$ cat src/rtl/fb_pkg.sv
// fb_pkg: shared types and defaults for the frame-buffer port arbiter.
//   FB_ADDR_W / FB_DATA_W : default word address and pixel widths (320x240, RGB444)
//   grant_t               : per-cycle owner of the single RAM port
//   pixel_t               : one RGB444 pixel
package fb_pkg;

   localparam int FB_ADDR_W = 17;
   localparam int FB_DATA_W = 12;

   typedef enum logic [1:0] {
      GNT_NONE = 2'd0,
      GNT_RD   = 2'd1,
      GNT_WR   = 2'd2
   } grant_t;

   typedef logic [FB_DATA_W-1:0] pixel_t;

endpackage

$ cat src/rtl/fb_wr_fifo.sv
// fb_wr_fifo: synchronous FIFO buffering camera writes as {addr, data} words.
//   i_clk, i_rst     : clock, synchronous active-high reset (empties the FIFO)
//   i_push, i_din    : push request and entry; ignored while full
//   i_pop, o_dout    : pop request and current head entry; ignored while empty
//   o_full, o_empty  : occupancy flags
//   o_count          : number of stored entries (0..DEPTH)
module fb_wr_fifo #(
   parameter int W     = 29,
   parameter int DEPTH = 16
) (
   input  logic                   i_clk,
   input  logic                   i_rst,
   input  logic                   i_push,
   input  logic [W-1:0]           i_din,
   input  logic                   i_pop,
   output logic [W-1:0]           o_dout,
   output logic                   o_full,
   output logic                   o_empty,
   output logic [$clog2(DEPTH):0] o_count
);

   localparam int PW = $clog2(DEPTH);

   logic [W-1:0]  mem [DEPTH];
   logic [PW-1:0] wr_ptr;
   logic [PW-1:0] rd_ptr;
   logic          push_ok;
   logic          pop_ok;

   assign o_full  = (o_count == (PW+1)'(DEPTH));
   assign o_empty = (o_count == '0);
   // Full is judged on the start-of-cycle count, so a pop cannot make room
   // for a push in the same cycle.
   assign push_ok = i_push && !o_full;
   assign pop_ok  = i_pop && !o_empty;
   assign o_dout  = mem[rd_ptr];

   always_ff @(posedge i_clk) begin
      if (i_rst) begin
         wr_ptr  <= '0;
         rd_ptr  <= '0;
         o_count <= '0;
      end else begin
         if (push_ok) wr_ptr <= wr_ptr + PW'(1);
         if (pop_ok)  rd_ptr <= rd_ptr + PW'(1);
         if (push_ok && !pop_ok)
            o_count <= o_count + (PW+1)'(1);
         else if (pop_ok && !push_ok)
            o_count <= o_count - (PW+1)'(1);
      end
   end

   // Storage needs no reset; the pointers define what is valid.
   always_ff @(posedge i_clk) begin
      if (push_ok) mem[wr_ptr] <= i_din;
   end

endmodule

$ cat src/rtl/fb_port_arbiter.sv
// fb_port_arbiter: shares one single-port frame-buffer RAM between display
// reads (always win) and camera writes (buffered, drained into idle cycles).
//   i_clk, i_rst                   : clock, synchronous active-high reset
//   i_rd_req, i_rd_addr            : display read, one pixel per cycle
//   o_rd_valid, o_rd_data          : read return, RAM_LAT+2 cycles after request
//   i_wr_valid, i_wr_addr, i_wr_data : camera pixel (never stalled)
//   o_wr_ready                     : FIFO not full, advisory
//   o_mem_en/we/addr/wdata         : registered RAM command
//   i_mem_rdata                    : RAM read data, RAM_LAT after command
//   i_clr_stat                     : clears overflow statistics
//   o_overflow, o_drop_cnt         : sticky drop flag, saturating drop count
module fb_port_arbiter
   import fb_pkg::*;
#(
   parameter int ADDR_W     = FB_ADDR_W,
   parameter int DATA_W     = FB_DATA_W,
   parameter int FIFO_DEPTH = 16,
   parameter int RAM_LAT    = 1
) (
   input  logic              i_clk,
   input  logic              i_rst,
   input  logic              i_rd_req,
   input  logic [ADDR_W-1:0] i_rd_addr,
   output logic              o_rd_valid,
   output logic [DATA_W-1:0] o_rd_data,
   input  logic              i_wr_valid,
   input  logic [ADDR_W-1:0] i_wr_addr,
   input  logic [DATA_W-1:0] i_wr_data,
   output logic              o_wr_ready,
   output logic              o_mem_en,
   output logic              o_mem_we,
   output logic [ADDR_W-1:0] o_mem_addr,
   output logic [DATA_W-1:0] o_mem_wdata,
   input  logic [DATA_W-1:0] i_mem_rdata,
   input  logic              i_clr_stat,
   output logic              o_overflow,
   output logic [15:0]       o_drop_cnt
);

   // vld_pipe[0] lines up with the RAM command, vld_pipe[RAM_LAT] with
   // i_mem_rdata, vld_pipe[STAGES] with o_rd_valid.
   localparam int STAGES = RAM_LAT + 1;
   localparam int EW     = ADDR_W + DATA_W;
   localparam int CW     = $clog2(FIFO_DEPTH) + 1;

   grant_t            grant;
   logic              fifo_full;
   logic              fifo_empty;
   logic [CW-1:0]     fifo_count;
   logic [EW-1:0]     fifo_head;
   logic [ADDR_W-1:0] head_addr;
   logic [DATA_W-1:0] head_data;
   logic              drop;
   logic [STAGES:0]   vld_pipe;

   assign {head_addr, head_data} = fifo_head;

   always_comb begin
      grant = GNT_NONE;
      if (i_rd_req)         grant = GNT_RD;
      else if (!fifo_empty) grant = GNT_WR;
   end

   fb_wr_fifo #(
      .W     (EW),
      .DEPTH (FIFO_DEPTH)
   ) u_wr_fifo (
      .i_clk   (i_clk),
      .i_rst   (i_rst),
      .i_push  (i_wr_valid),
      .i_din   ({i_wr_addr, i_wr_data}),
      .i_pop   (grant == GNT_WR),
      .o_dout  (fifo_head),
      .o_full  (fifo_full),
      .o_empty (fifo_empty),
      .o_count (fifo_count)
   );

   assign drop       = i_wr_valid && fifo_full;
   assign o_wr_ready = !i_rst && (fifo_count != CW'(FIFO_DEPTH));

   // Command register; address and write data hold when idle.
   always_ff @(posedge i_clk) begin
      if (i_rst) begin
         o_mem_en    <= 1'b0;
         o_mem_we    <= 1'b0;
         o_mem_addr  <= '0;
         o_mem_wdata <= '0;
      end else begin
         case (grant)
            GNT_RD: begin
               o_mem_en   <= 1'b1;
               o_mem_we   <= 1'b0;
               o_mem_addr <= i_rd_addr;
            end
            GNT_WR: begin
               o_mem_en    <= 1'b1;
               o_mem_we    <= 1'b1;
               o_mem_addr  <= head_addr;
               o_mem_wdata <= head_data;
            end
            default: begin
               o_mem_en <= 1'b0;
               o_mem_we <= 1'b0;
            end
         endcase
      end
   end

   always_ff @(posedge i_clk) begin
      if (i_rst) begin
         vld_pipe  <= '0;
         o_rd_data <= '0;
      end else begin
         vld_pipe <= {vld_pipe[STAGES-1:0], grant == GNT_RD};
         if (vld_pipe[RAM_LAT]) o_rd_data <= i_mem_rdata;
      end
   end

   assign o_rd_valid = vld_pipe[STAGES];

   // A drop in the same cycle as a clear counts as the first event after it.
   always_ff @(posedge i_clk) begin
      if (i_rst) begin
         o_overflow <= 1'b0;
         o_drop_cnt <= '0;
      end else if (drop) begin
         o_overflow <= 1'b1;
         if (i_clr_stat)
            o_drop_cnt <= 16'd1;
         else if (o_drop_cnt != 16'hFFFF)
            o_drop_cnt <= o_drop_cnt + 16'd1;
      end else if (i_clr_stat) begin
         o_overflow <= 1'b0;
         o_drop_cnt <= '0;
      end
   end

endmodule

$ cat config.mk
export PLATFORM = sky130hd
export DESIGN_NAME = fb_port_arbiter
export DESIGN_NICKNAME = d
export VERILOG_FILES = /design/src/rtl/fb_pkg.sv /design/src/rtl/fb_wr_fifo.sv /design/src/rtl/fb_port_arbiter.sv
export SDC_FILE = /design/constraint.sdc
export NUM_CORES = 1
export LEC_CHECK = 0
export ABC_AREA = 1
export CAP_MARGIN = 30
export CORE_UTILIZATION = 59
export CTS_CLUSTER_SIZE = 28
export DETAILED_ROUTE_END_ITERATION = 16
export GPL_ROUTABILITY_DRIVEN = 0
export PLACE_DENSITY = 0.82
export SLEW_MARGIN = 10
export SYNTH_ARGS = -nofsm -noshare
export SYNTH_HDL_FRONTEND = slang
export SYNTH_SLANG_ARGS = --single-unit
$ cat constraint.sdc
create_clock -name i_clk -period 3.3 [get_ports i_clk]
set_clock_uncertainty 0.1 [all_clocks]
set_input_delay 0.99 -clock i_clk [delete_from_list [all_inputs] [get_ports i_clk]]
set_output_delay 0.99 -clock i_clk [all_outputs]
set_load 0.02 [all_outputs]
==> flow_summary_export.csv, run 1 <==
group,metric,value,unit
outcome,status,"finished, final reports clean",
clock_tree,cts-root-to-sink-buffers,3,
grt,first_pass_grt_wire_length,84.6,mm
clock_tree,total_number_of_h_tree_levels,2,
power,cell_pwr_density,708,nW/um^2
synthesis,synthesis.nets,2019,
worst_hold_path,min_path_cells,2,
critical_path,r2r_start,"u_wr_fifo.o_count[1]",
grt,grt_antenna_before_repair,1,
worst_hold_path,whs_endpoint,"vld_pipe[1]",
layout,num-nets-final,2138,
critical_path,worst-endpoint-arrival,1900,ps
synthesis,syn-instance-count,1945,
drt,postRouteAntennaNets,0,
synthesis,synth_async_sr_flop_share,0,
die,fp.coreArea,36700,sq um
critical_path,worst_path_largest_cell_delay,590,ps
place,placed_cells,2477,
critical_path,cp-start-kind,"flip-flop",
drt,firstDrtPassIters,7,
synthesis,synth-edff-count,464,
clock_tree,tritoncts.num_buffers,53,
synthesis,post_synth_num_cell_types,32,
timing,setup-violations-final,0,
timing,holdWs,316,ps
place,buffer_ports.inserted,124,
synthesis,synth-seq-area-share,0.705,
timing,finalHoldViolCount,0,
layout,antenna_cells_inserted,0,
layout,stdcell_count,2576,
worst_hold_path,hold_path.class,"flip-flop to flip-flop",
die,dieArea,38100,sq um
timing,finalWorstSetupSlack,313,ps
layout,drive_gt1_frac,0.0769,
clock_tree,cts.sink_count,544,
drt,drc,0,
critical_path,reg2reg_setup_slack,750,ps
worst_hold_path,origin_of_the_worst_min_delay_path,"vld_pipe[0]",
clock_tree,postCtsSetupBuffers,0,
critical_path,critical_path_end_type,"output port",
die,initial_utilization,0.601,
synthesis,yosys_most_used_dff,"edfxtp_1",
drt,totalWireLength,54.8,mm
place,pre_cts_ws,12.6,ps
timing,max_slew_vio_count,0,
critical_path,reg2regPathDepth,14,
grt,globalRoute.totalOverflow,0,
grt,grt_max_degree,159,
clock_tree,number_of_cells_upsized_or_downsized_after_cts,0,
timing,max_clock_freq,0.335,GHz
synthesis,mappedNetlistArea,22000,sq um
place,hpwlAfterDp,32.1,mm
timing,timing.slew.headroom,0.341,
timing,rsz_0062_raised_after_global_routing,"false",
die,die-width,195,microns
power,leakage,0.00914,uW
critical_path,cpLargestDelayFamily,"buffers and inverters",
layout,areaGrowthSynthToFinish,17.3,%
clock_tree,tritoncts,"built",
critical_path,worstPathCellList,"nor2_2 -> nand3_1 -> nand2_1 -> inv_1 -> clkdlybuf4s50_1",
run,drv_cap,0,
drt,detailedRoute.firstIterationViolations,1919,
synthesis,synth.ff_latch_count,544,
grt,grt_pass1_vias,15348,
drt,viasPerCell,6.07,
critical_path,timing.critical_path.required,2210,ps
timing,final_period_minus_worst_setup_slack,2990,ps
timing,final.setup.tns,0,ps
die,io-pin-count,125,
critical_path,cp_max_stage_cell,"clkdlybuf4s50_1",
critical_path,timing.critical_path.fanout_max,4,
clock_tree,postCtsHoldBufs,0,
clock_tree,clk-insertion-delay-late,590,ps
grt,grt_use_total,0.289,
timing,tightest_slew,987,ps
clock_tree,clk_root_buffer_cell,"clkbuf_16",
critical_path,criticalPathCategory,"flip-flop to output port",
power,peak_supply_drop,515,uV
layout,post-route-util,0.705,
synthesis,synth.yosys.warnings,0,
drt,num_vias,15638,
critical_path,critical_path.reg2reg.endpoint,"u_wr_fifo.o_count[4]",
die,std_cell_rows,70,
die,floorplan.die.height,195,microns
synthesis,mean_post_synth_cell_area,11.3,sq um
clock_tree,cts.clk_slew.worst_paths,60,ps
critical_path,worstPathBufferInverterCount,2,
drt,routed_wire_length_per_instance,21.3,microns
timing,final.period_utilization,0.905,
## cell usage in the layout, fill, tap and decap left out, types with 5 or more instances in the layout
master           count
nand3_1            147
nand2_1            280
clkdlybuf4s50_1    123
o211ai_1            96
nor2_2               6
clkinv_1            12
clkbuf_1            12
bufinv_16            9
a21oi_1             35
edfxtp_1           464
nor2_4              16
nor2_1             342
nand4_1              5
dfxtp_1             77
buf_12              20
ha_1                10
clkinv_2             6
buf_4               33
o21ai_1             26
o21ai_0            181
a22oi_1              9
inv_1              113
clkbuf_16           55
## stage by stage
step	area (sq um)	power, uW
6_report	25900	18300
5_1_grt	25900	19000
4_1_cts	25900	18300
3_5_place_dp	24000	12000
3_3_place_gp	24000	11900
2_1_floorplan	22000	10700
## sequential cells by signal, summed over array words and instances (netlist names), 4 cells and up, named ones only
| register | count |
|---|---|
| o_drop_cnt | 16 |
| o_mem_addr | 17 |
| o_mem_wdata | 12 |
| o_rd_data | 12 |
| u_wr_fifo.mem | 464 |
| u_wr_fifo.o_count | 5 |
| u_wr_fifo.rd_ptr | 4 |
| u_wr_fifo.wr_ptr | 4 |
## final cells by class
| cell class | count | area, sq um |
|---|---|---|
| inverter | 117 | 442 |
| multi-input combinational | 1171 | 5590 |
| clock buffer | 69 | 1450 |
| tap | 468 | 586 |
| timing repair buffer | 177 | 1880 |
| fill | 2352 | 10800 |
| clock inverter | 30 | 369 |
| sequential | 544 | 15500 |
## worst min-delay path: stages, from the launching register on
cell and delay (ps):
dfxtp_1 300, inv_1 50, nor2_1 30
## cell usage after synthesis (26+ instances only)
master    count  area, sq um
a21oi_1      35          175
buf_2        33          165
clkbuf_1     51          191
dfxtp_1      80         1600
edfxtp_1    464        13900
inv_1       116          435
nand2_1     280         1050
nand3_1     147          736
nor2_1      358         1340
o211ai_1     96          721
o21ai_0     181          906
o21ai_1      26          130
## where the power goes
group / internal, uW / leakage [uW] / switching, uW
Sequential: 7790 / 0.00485 / 164
Clock: 3790 / 0.000881 / 2520
Combinational: 1330 / 0.00341 / 2720
Total: 12900 / 0.00914 / 5400
## how the worst max path moves through the flow
stage	startpoint	to	slack [ps]	depth (start not counted)
2_1_floorplan	i_wr_valid	u_wr_fifo.mem[11][0]	210	4
3_3_place_gp	i_wr_valid	u_wr_fifo.o_count[4]	100	12
3_5_place_dp	i_wr_valid	u_wr_fifo.o_count[4]	10	12
4_1_cts	u_wr_fifo.o_count[1]	o_wr_ready	290	5
5_1_grt	u_wr_fifo.o_count[1]	o_wr_ready	240	5
6_report	u_wr_fifo.o_count[1]	o_wr_ready	310	5
## cells by family (layout without fill, tap and decap cells)
family          after synthesis  after routing  synth area share
simple gates                804            804             0.147
xor+xnor                      5              5           0.00199
flops                       544            544             0.705
compound gates              351            351            0.0922
fa+ha+maj                    11             11           0.00658
buf+inv                     230            393            0.0472
## per-layer routing
metal	vias up	GRT usage	part of all wire
li1	7017	-	-
met1	7507	0.379	0.38
met2	969	0.477	0.49
met3	143	0.0477	0.093
met4	2	0.131	0.034
met5	-	0	0.00020
Note: power is estimated with default switching activity, not from simulation.
==> run 2: changes to the inputs <==
--- a/config.mk
+++ b/config.mk
@@ -11,6 +11,7 @@
 export CTS_CLUSTER_SIZE = 28
 export DETAILED_ROUTE_END_ITERATION = 16
 export GPL_ROUTABILITY_DRIVEN = 0
+export MAX_ROUTING_LAYER = met4
 export PLACE_DENSITY = 0.82
 export SLEW_MARGIN = 10
 export SYNTH_ARGS = -nofsm -noshare
==> run 2 against run 1 <==
Compared with the run above:
- sequential share of layout area is essentially flat
- core utilization is essentially flat
- register-to-register slack gained 30 ps
- count of clock-buffer cells in the layout is the same
- largest cell class unchanged
- highest routed layer is now met4
- total power is essentially flat
==> flow_summary_export.csv, run 2 (synthesized netlist as in run 1, its figures left out) <==
group,metric,value,unit
outcome,status,"finished, final reports clean",
power,power.share.combinational,0.221,
timing,final_period_minus_worst_setup_slack,2980,ps
timing,holdWs,316,ps
grt,first_pass_grt_wire_length,84.6,mm
timing,timing.slew.headroom,0.346,
clock_tree,clk_root_buffer_cell,"clkbuf_16",
grt,grt_max_degree,159,
grt,grt_use_total,0.298,
worst_hold_path,hold_path.class,"flip-flop to flip-flop",
grt,grt_pass1_vias,15288,
layout,layout_top_registers,"u_wr_fifo.mem x464, o_mem_addr x17, o_drop_cnt x16",
clock_tree,cts-root-to-sink-buffers,3,
drt,firstDrtPassIters,5,
clock_tree,cts.clk_slew.worst_paths,60,ps
clock_tree,tritoncts,"built",
power,netSwitchingPower,5410,uW
drt,viasPerCell,6.06,
power,leakage,0.00914,uW
layout,fillerInstances,2352,
layout,registers.top_by_ff_count,"u_wr_fifo.mem",
grt,grt_antenna_before_repair,1,
die,std_cell_rows,70,
power,sequential_fraction_of_design_power,0.434,
timing,rsz_0062_raised_after_global_routing,"false",
drt,detailedRoute.firstIterationViolations,1864,
clock_tree,postCtsHoldBufs,0,
layout,post-route-util,0.705,
timing,final.period_utilization,0.904,
layout,multi_input_comb_area,5590,sq um
critical_path,worst-endpoint-arrival,1890,ps
power,switching_share,0.295,
critical_path,reg2reg_setup_slack,780,ps
timing,tightest_slew,980,ps
layout,largest_register_ffs,464,
power,clkPwrFrac,0.345,
power,cell_pwr_density,708,nW/um^2
drt,postRouteAntennaNets,0,
clock_tree,cts.sink_count,544,
clock_tree,clk-insertion-delay-late,590,ps
die,io-pin-count,125,
drt,routed_wire_length_per_instance,21.2,microns
critical_path,timing.critical_path.fanout_max,4,
layout,layout.area.seq,15500,sq um
timing,finalHoldViolCount,0,
timing,setup-violations-final,0,
timing,max_slew_vio_count,0,
layout,drive_gt1_frac,0.0769,
critical_path,cp-start-kind,"flip-flop",
place,hpwlAfterDp,32.1,mm
die,die-width,195,microns
layout,layout.cells.most_common_list,"edfxtp_1, nor2_1, nand2_1, o21ai_0, nand3_1",
clock_tree,total_number_of_h_tree_levels,2,
clock_tree,postCtsSetupBuffers,0,
drt,totalWireLength,54.7,mm
layout,areaGrowthSynthToFinish,17.3,%
critical_path,critical_path_end_type,"output port",
run,drv_cap,0,
die,dieArea,38100,sq um
die,floorplan.die.height,195,microns
power,peak_supply_drop,512,uV
layout,layout_commonest_cell,"edfxtp_1",
clock_tree,number_of_cells_upsized_or_downsized_after_cts,0,
grt,globalRoute.totalOverflow,0,
timing,final.setup.tns,0,ps
timing,max_clock_freq,0.335,GHz
power,power.internal,12900,uW
drt,drc,0,
die,initial_utilization,0.601,
clock_tree,tritoncts.num_buffers,53,
die,fp.coreArea,36700,sq um
critical_path,timing.critical_path.required,2210,ps
place,buffer_ports.inserted,124,
critical_path,criticalPathCategory,"flip-flop to output port",
drt,num_vias,15608,
layout,num-nets-final,2138,
[run 2: metrics by stage]
stage | power, uW | cell area [sq um] | instances | setup WS [ps]
floorplan | 10700 | 22000 | 1945 | 214
global placement | 11900 | 24000 | 2477 | 102
detailed placement | 12000 | 24000 | 2477 | 12.6
CTS | 18300 | 25900 | 2576 | 292
global route | 19000 | 25900 | 2577 | 240
finish | 18300 | 25900 | 2577 | 316
[run 2: area by class of cell]
class	instances	area share
diodes	1	0.0000967
clock buffers	69	0.0560
clock inverters	30	0.0143
inverters	117	0.0171
multi-input cells	1171	0.216
flip-flops and latches	544	0.601
well taps	468	0.0226
repair buffers	177	0.0728
[run 2: per-layer routing]
metal	global-route usage	vias up	routed length (microns)
li1	-	7015	-
met1	0.381	7544	21100
met2	0.477	893	26800
met3	0.0473	156	4880
met4	0.129	0	1980
met5	-	-	0
[run 2: path summary, 6_finish.rpt]
check	end	from	cells past startpoint
hold reg to reg	vld_pipe[1]	vld_pipe[0]	2
setup / recovery	o_wr_ready	u_wr_fifo.o_count[1]	5
setup reg to reg	u_wr_fifo.o_count[4]	u_wr_fifo.o_count[2]	14
hold / removal	vld_pipe[1]	vld_pipe[0]	2
[run 2: critical path, cell delays in order, from the launching register on]
cell,delay (ps)
dfxtp_1,420
nor2_2,80
nand3_1,100
nand2_1,70
inv_1,60
clkdlybuf4s50_1,590
[run 2: power groups by stage]
stage | clock network, uW | registers [uW] | logic (uW)
finish | 6310 | 7950 | 4050
detailed placement | 0 | 8090 | 3940
floorplan | 0 | 8190 | 2510
CTS | 6330 | 7950 | 4010
global route | 6610 | 7980 | 4410
global placement | 0 | 8080 | 3800
